[src/rtl/alu_share_ctrl.sv]
// ----------------------------------------------------------------------------
// alu_share_ctrl
//  Shares one combinational ALU between two requesters (e.g. EX stage and the
//  branch-compare unit). Round-robin arbitration with a valid/ready handshake
//  per requester, registered ALU operands held for EXEC_CYCLES cycles, and a
//  single response bus tagged with the owning requester id.
//
//  Optional feature macro: ALU_ILLEGAL_OP_EN
//    defined   : illegal opcodes are accepted, skip EXEC, and respond with
//                Resp_Out=0, Resp_Zero=0, Resp_Err=1 one cycle after accept.
//    undefined : every opcode goes to the ALU unchanged, Resp_Err tied to 0.
//
//  Ports
//    Clk, Reset               clock (rising edge), async active-high reset
//    ReqN_Valid/A/B/Op        requester N operation (N = 0, 1)
//    ReqN_Ready               requester N accepted this cycle (combinational)
//    Alu_A/Alu_B/Alu_Op       registered operands to the shared ALU
//    Alu_Out/Alu_Zero         results from the shared ALU
//    Resp_Valid/Id/Out/Zero/Err, Resp_Ready   response handshake
//    Busy                     controller not idle
// ----------------------------------------------------------------------------
module alu_share_ctrl #(
   parameter int unsigned WIDTH       = 32,
   parameter int unsigned OP_W        = 4,
   parameter int unsigned EXEC_CYCLES = 1
) (
   input  logic             Clk,
   input  logic             Reset,
   input  logic             Req0_Valid,
   input  logic [WIDTH-1:0] Req0_A,
   input  logic [WIDTH-1:0] Req0_B,
   input  logic [OP_W-1:0]  Req0_Op,
   output logic             Req0_Ready,
   input  logic             Req1_Valid,
   input  logic [WIDTH-1:0] Req1_A,
   input  logic [WIDTH-1:0] Req1_B,
   input  logic [OP_W-1:0]  Req1_Op,
   output logic             Req1_Ready,
   output logic [WIDTH-1:0] Alu_A,
   output logic [WIDTH-1:0] Alu_B,
   output logic [OP_W-1:0]  Alu_Op,
   input  logic [WIDTH-1:0] Alu_Out,
   input  logic             Alu_Zero,
   output logic             Resp_Valid,
   output logic             Resp_Id,
   output logic [WIDTH-1:0] Resp_Out,
   output logic             Resp_Zero,
   output logic             Resp_Err,
   input  logic             Resp_Ready,
   output logic             Busy
);

   localparam int unsigned CNT_W = (EXEC_CYCLES > 1) ? $clog2(EXEC_CYCLES) : 1;
   localparam logic [CNT_W-1:0] CNT_LOAD = CNT_W'(EXEC_CYCLES - 1);

   typedef enum logic [1:0] {
      S_IDLE = 2'd0,
      S_EXEC = 2'd1,
      S_RESP = 2'd2
   } state_t;

   state_t             r_state;
   state_t             w_next_state;
   logic               r_last_grant;
   logic [CNT_W-1:0]   r_cnt;
   logic               r_busy;

   logic               w_grant_vld;
   logic               w_grant_id;
   logic               w_accept;
   logic               w_illegal;
   logic [WIDTH-1:0]   w_sel_a;
   logic [WIDTH-1:0]   w_sel_b;
   logic [OP_W-1:0]    w_sel_op;

   // Round-robin grant: a lone requester wins; on a tie the one not granted last.
   always_comb begin
      w_grant_vld = 1'b0;
      w_grant_id  = 1'b0;
      if (r_state == S_IDLE) begin
         if (Req0_Valid && Req1_Valid) begin
            w_grant_vld = 1'b1;
            w_grant_id  = ~r_last_grant;
         end else if (Req0_Valid) begin
            w_grant_vld = 1'b1;
            w_grant_id  = 1'b0;
         end else if (Req1_Valid) begin
            w_grant_vld = 1'b1;
            w_grant_id  = 1'b1;
         end
      end
   end

   assign w_accept   = w_grant_vld;
   assign Req0_Ready = w_grant_vld && !w_grant_id;
   assign Req1_Ready = w_grant_vld &&  w_grant_id;

   assign w_sel_a  = w_grant_id ? Req1_A  : Req0_A;
   assign w_sel_b  = w_grant_id ? Req1_B  : Req0_B;
   assign w_sel_op = w_grant_id ? Req1_Op : Req0_Op;

`ifdef ALU_ILLEGAL_OP_EN
   function automatic logic op_legal(input logic [OP_W-1:0] op);
      logic ok;
      ok = 1'b0;
      if (op == OP_W'(4'b0000) || op == OP_W'(4'b0001) || op == OP_W'(4'b0010) ||
          op == OP_W'(4'b0011) || op == OP_W'(4'b0100) || op == OP_W'(4'b1000) ||
          op == OP_W'(4'b1001) || op == OP_W'(4'b1010) || op == OP_W'(4'b1100) ||
          op == OP_W'(4'b1101))
         ok = 1'b1;
      return ok;
   endfunction

   assign w_illegal = !op_legal(w_sel_op);
`else
   assign w_illegal = 1'b0;
`endif

   // State register
   always_ff @(posedge Clk or posedge Reset) begin
      if (Reset) r_state <= S_IDLE;
      else       r_state <= w_next_state;
   end

   // Next-state logic
   always_comb begin
      w_next_state = r_state;
      case (r_state)
         S_IDLE: begin
            if (w_accept)
               w_next_state = w_illegal ? S_RESP : S_EXEC;
         end
         S_EXEC: begin
            if (r_cnt == '0)
               w_next_state = S_RESP;
         end
         S_RESP: begin
            if (Resp_Valid && Resp_Ready)
               w_next_state = S_IDLE;
         end
         default: w_next_state = S_IDLE;
      endcase
   end

   // Operand launch, execution counter and response capture
   always_ff @(posedge Clk or posedge Reset) begin
      if (Reset) begin
         Alu_A        <= '0;
         Alu_B        <= '0;
         Alu_Op       <= '0;
         Resp_Valid   <= 1'b0;
         Resp_Id      <= 1'b0;
         Resp_Out     <= '0;
         Resp_Zero    <= 1'b0;
         r_last_grant <= 1'b1;
         r_cnt        <= '0;
         r_busy       <= 1'b0;
`ifdef ALU_ILLEGAL_OP_EN
         Resp_Err     <= 1'b0;
`endif
      end else begin
         r_busy <= (w_next_state != S_IDLE);
         case (r_state)
            S_IDLE: begin
               if (w_accept) begin
                  Alu_A        <= w_sel_a;
                  Alu_B        <= w_sel_b;
                  Alu_Op       <= w_illegal ? '0 : w_sel_op;
                  Resp_Id      <= w_grant_id;
                  r_last_grant <= w_grant_id;
                  r_cnt        <= CNT_LOAD;
`ifdef ALU_ILLEGAL_OP_EN
                  // Illegal op answers directly without touching the ALU
                  if (w_illegal) begin
                     Resp_Out   <= '0;
                     Resp_Zero  <= 1'b0;
                     Resp_Err   <= 1'b1;
                     Resp_Valid <= 1'b1;
                  end
`endif
               end
            end
            S_EXEC: begin
               if (r_cnt == '0) begin
                  Resp_Out   <= Alu_Out;
                  Resp_Zero  <= Alu_Zero;
                  Resp_Valid <= 1'b1;
`ifdef ALU_ILLEGAL_OP_EN
                  Resp_Err   <= 1'b0;
`endif
               end else begin
                  r_cnt <= r_cnt - CNT_W'(1);
               end
            end
            S_RESP: begin
               if (Resp_Valid && Resp_Ready)
                  Resp_Valid <= 1'b0;
            end
            default: ;
         endcase
      end
   end

`ifndef ALU_ILLEGAL_OP_EN
   assign Resp_Err = 1'b0;
`endif

   assign Busy = r_busy;

endmodule

[config.mk]
export PLATFORM = sky130hd
export DESIGN_NAME = alu_share_ctrl
export DESIGN_NICKNAME = d
export VERILOG_FILES = /design/src/rtl/alu_share_ctrl.sv
export SDC_FILE = /design/constraint.sdc
export NUM_CORES = 1
export LEC_CHECK = 0
export ABC_AREA = 1
export BUFFER_PORTS_ARGS = -buffer_cell sky130_fd_sc_hd__buf_2
export CAP_MARGIN = 40
export CORE_MARGIN = 10
export CORE_UTILIZATION = 42
export CTS_BUF_LIST = sky130_fd_sc_hd__clkbuf_16
export DETAILED_ROUTE_END_ITERATION = 10
export HOLD_SLACK_MARGIN = 0.03
export PLACE_DENSITY = 0.83
export SYNTH_ARGS = -nofsm -noshare
export SYNTH_HDL_FRONTEND = slang
export SYNTH_SLANG_ARGS = --single-unit
[constraint.sdc]
create_clock -name Clk -period 4.85 [get_ports Clk]
set_input_delay 0.2425 -clock Clk [delete_from_list [all_inputs] [get_ports Clk]]
set_output_delay 0.2425 -clock Clk [all_outputs]
set_load 0.005 [all_outputs]
After elaboration in Yosys (flattened, before gate mapping). Index checks and enable logic that the tools add are counted. W data, S select, Z words.

Reductions and logical operators: 13. Bitwise operators: 2. Eq/ne operators: 5. $add $sub $neg: 1. Muxes and demuxes: 20.

Operator list (count): $mux W32 (2); $mux W1 (11); $mux W2 (3); $ne A2 B2 Y1 const B (3); $pmux W2 S3 (1); $reduce_and A2 Y1 (3); $reduce_bool A2 Y1 (3); $logic_and A1 B1 Y1 (4); $mux W4 (1); $pmux W1 S2 (2); $reduce_and A3 Y1 (1); $eq A2 B1 Y1 const B (1); $eq A2 B2 Y1 const B (1); $logic_not A2 Y1 (1); $not A1 Y1 (2); $logic_not A1 Y1 (1); $sub A1 B1 Y1 const B (1).

Output and inout port bits: 107. Input port bits: 174. Word-level logic and storage cells: 52. Bits in registers: 108.

Depth between registers and ports, before layout.
Depth in word-level cells: 7. Depth in mapped cells: 7.

Worst setup path before layout. OpenSTA, ideal clock, no wires.

Path kind: flip-flop to output port. From: register r_state[0]. To: output Req0_Ready. Cell stages (with the launch flop): 7. Path buffers: 2. Data arrival time: 1.032 ns. Required time: 4.608 ns. Slack: 3.576 ns. Cells stage by stage: dfrtp_1 -> buf_6 -> inv_2 -> nand2_2 -> nor2_8 -> buf_6 -> nor2_1.

Word-level cells in the longest chain between the ends: 4. Elaborated cells between the ends (all ways): 5. Classes of those cells: mux: 2; reduce/logical: 3.

RTL lines: from (decl) (RTL line 62) `state_t r_state;`; from (signal assigned) (RTL line 122) `else r_state <= w_next_state;`; $logic_not A2 Y1 (*) (RTL line 80) `if (r_state == S_IDLE) begin`; $mux W1 (RTL line 80); $logic_not A1 Y1 (RTL line 95) `assign Req0_Ready = w_grant_vld && !w_grant_id;`; $logic_and A1 B1 Y1 (*) (RTL line 95); to (decl) (RTL line 33) `output logic Req0_Ready,`.

Mark *: on every way between the ends. The rest lies on a longest branch, timed or not.

Final worst setup path.
From: register r_last_grant. To: output Req0_Ready.

Word-level cells in the longest chain between the ends: 5.

RTL lines: from (decl) (RTL line 64) `logic r_last_grant;`; from (signal assigned) (RTL line 170) `r_last_grant <= w_grant_id;`; $not A1 Y1 (RTL line 83) `w_grant_id = ~r_last_grant;`; $mux W1 (RTL line 81) `if (Req0_Valid && Req1_Valid) begin`; $mux W1 (RTL line 80); $logic_not A1 Y1 (RTL line 95); $logic_and A1 B1 Y1 (RTL line 95).

No other way between the ends.

==> key figures <==
Timing
  • Max-slew violation count: 0
  • Hold Vio Cnt, Final: 0
  • Worst Max-Slew Pin Slew: between 0.7 and 0.8 ns
  • Final Setup Violations: 0
  • Setup TNS: 0 ns
  • Max_slew headroom: 47.2%
  • Clock skew: around 0.0054 ns
  • Max Clock Freq: between 0.3 and 0.4 GHz
  • RSZ-0062 raised after global routing: no
  • Final WS setup: ~1.9 ns
  • Final worst path period share: between 60% and 70%
  • Fin Hold WS: slightly below 0.04 ns
  • Tmin final: 2.91 ns

Cells and area
  • Fillers: ~1.0k
  • Multi-input gate area: roughly 1900 um2
  • Layout cells sized above 1: slightly below 40%
  • FF/Latch Area: 2680 um2
  • Area grow syn2layout: 34.3%
  • Post-route cell area: roughly 6600 um2
  • Most frequent cells in the layout: buf_2, nand2_1, dfrtp_1, nand3_1, nand4_1
  • Final nets: about 980
  • Finished Layout Cells: 952
  • Most common cell after layout, fill and taps aside: buf_2

Synth
  • XOR/XNOR Fraction of Synth Area: 0%
  • Post-synthesis compound-gate area fraction: less than 1%
  • Async set or reset register ratio after synthesis: 100%
  • Mux cell area share after synthesis: 0%
  • Top FF cell, synth: dfrtp_1
  • Synth cell types: 20
  • Syn Inst Count: roughly 560
  • Mapped cell area: approximately 4900 um2
  • Simple-gate portion of the synthesized area: roughly 39%
  • Largest family of logic cells by synthesized area: simple AND/OR/NAND/NOR gates
  • Seq/Total Area, Yosys: ~55%
  • Mean Syn Cell Area: ~8.8 um2
  • Yosys reg bits: around 110
  • Syn_nets: ~730
  • Adder-Cell Fraction of Synth Area: 0%
  • Post-synth EDFFs: 0
  • YS warnings: 0

Clock tree
  • Post-CTS setup buffers: 0
  • Longest Clk Path Bufs: 2
  • Clock Latency Late Sink: approximately 0.35 ns
  • CTS Hold Bufs: 0
  • Sink Count: around 110
  • Clock Pin Slew Worst Setup and Hold Paths: 0.07 ns
  • Clk root buf: clkbuf_16
  • Num CTS Buffers: 9
  • Post_cts resized: 0
  • H-tree levels: 3
  • CTS tree: yes

Status
  • Status: finished, final reports clean

Worst hold path
  • Worst Hold Class: in -> async

Detailed routing
  • First DRT Iteration DRCs: around 370
  • ANT nets after route: 0
  • Routed len/inst: 18.3 um
  • Overall routed net length: about 17 mm
  • First-pass DRT Iterations: 4
  • Average vias per placed instance: ~5.4
  • DRC violations left: 0
  • Total vias in the final route: about 5.1k

Power
  • Worst VDD drop: 0.703 mV
  • Power Density: between 600 and 700 nW/um2
  • Pleak: between 3 and 4 nW

Place
  • GP Congestion: roughly 0.8
  • Cells after DPL: 935
  • Area after DPL: around 6300 um2
  • Post-DP HPWL: 12.5 mm
  • Post-place setup slack: roughly 2.2 ns
  • Buffers on Ports: around 280

Global routing
  • Largest net degree at the start of global routing: 70
  • Initial antenna violation count: 1
  • First-pass GRT wire length: 27.0 mm
  • Gr usage total: approximately 20%
  • Vias in the first global route: 5106
  • Global route total overflow: 0

Die
  • IO Count: 281
  • CORE AREA: 11400 um2
  • Die area: roughly 16000 um2
  • Initial Util: around 43%
  • Die height: roughly 130 um
  • Row Count: 39
  • Die W: between 100 and 150 um

Critical path
  • R2R cell count: 6
  • CP Launch Type: flop
  • CP arrival: ~2.7 ns
  • Required time of the critical path: around 4.6 ns
  • CP endpoint kind: output pin
  • Critical path class: reg -> out
  • Max FO, Critical Path: 69

Job
  • # Max-Cap Violations: 0
[report_power, final]
| group | switching (W) | leakage (nW) | internal, W |
|---|---|---|---|
| Sequential | 0.000244 | 1.30 | 0.00135 |
| Clock | 0.000323 | 0.157 | 0.000452 |
| Combinational | 0.00113 | 2.13 | 0.000748 |
[worst paths after layout]
check,start,endpoint,slack (ns)
max in group asynchronous,Reset,Alu_B[31],3.72
worst min register to register,Resp_Out[12],Resp_Out[12],0.47
worst min-delay path,Reset,Resp_Out[22],0.04
worst max-delay path,r_last_grant,Req0_Ready,1.94
worst max register to register,r_last_grant,Alu_A[29],2.45
min in group Clk,Req1_A[12],Alu_A[12],0.11
[layout make-up]
type / instances / area share [%]
Antenna cell: 1 / 0.0380
Clock buffer: 9 / 3.42
Clock inverter: 7 / 1.39
Inverter: 7 / 0.437
Multi-Input combinational cell: 392 / 28.9
Sequential cell: 107 / 40.6
Tap cell: 143 / 2.71
Timing Repair Buffer: 286 / 22.5
[sequential cells by signal, summed over array words and instances, names as in the netlist]
register	count
Alu_A	32
Alu_B	32
Resp_Out	32
Alu_Op	4
r_state	2
Busy	1
Resp_Id	1
Resp_Valid	1
Resp_Zero	1
r_last_grant	1
[synth_stat cells, types with 3 or more instances]
master / number / area (um2)
buf_2: 28 / 140
nand2_1: 175 / 657
buf_4: 9 / 67.6
clkbuf_1: 11 / 41.3
nand4_1: 102 / 638
dfrtp_1: 106 / 2650
inv_1: 4 / 15.0
nand2_2: 3 / 18.8
inv_2: 3 / 11.3
buf_6: 4 / 45.0
nand3_1: 103 / 515
[worst max-delay path, cell delays in order, from the launching register on]
cell and delay [ns]:
dfstp_2 0.38, nand2_2 0.05, buf_4 0.37, nand2_4 0.53
nor2_8 0.67, nor2_1 0.08, buf_2 0.15
[cells by family after synthesis]
logic type | count (synthesis)
buf+inv | 60
other cells | 1
compound gates | 1
flops | 107
simple gates | 390
[metrics by stage]
stage | utilization [%] | total power [W]
6_report | 57.7 | 0.00424
5_1_grt | 57.7 | 0.00460
4_1_cts | 57.7 | 0.00429
3_5_place_dp | 54.9 | 0.00351
3_3_place_gp | 54.5 | 0.00340
2_1_floorplan | - | 0.00269
[routing by layer]
layer / wire length, um / global-route usage [%] / up-vias
li1: - / - / 2432
met1: 6290 / 22.1 / 2440
met2: 8620 / 33.5 / 245
met3: 2240 / 10.2 / 18
met4: 234 / 6.36 / 0
met5: 0 / 0 / -
Note: power is estimated with default switching activity, not from simulation.
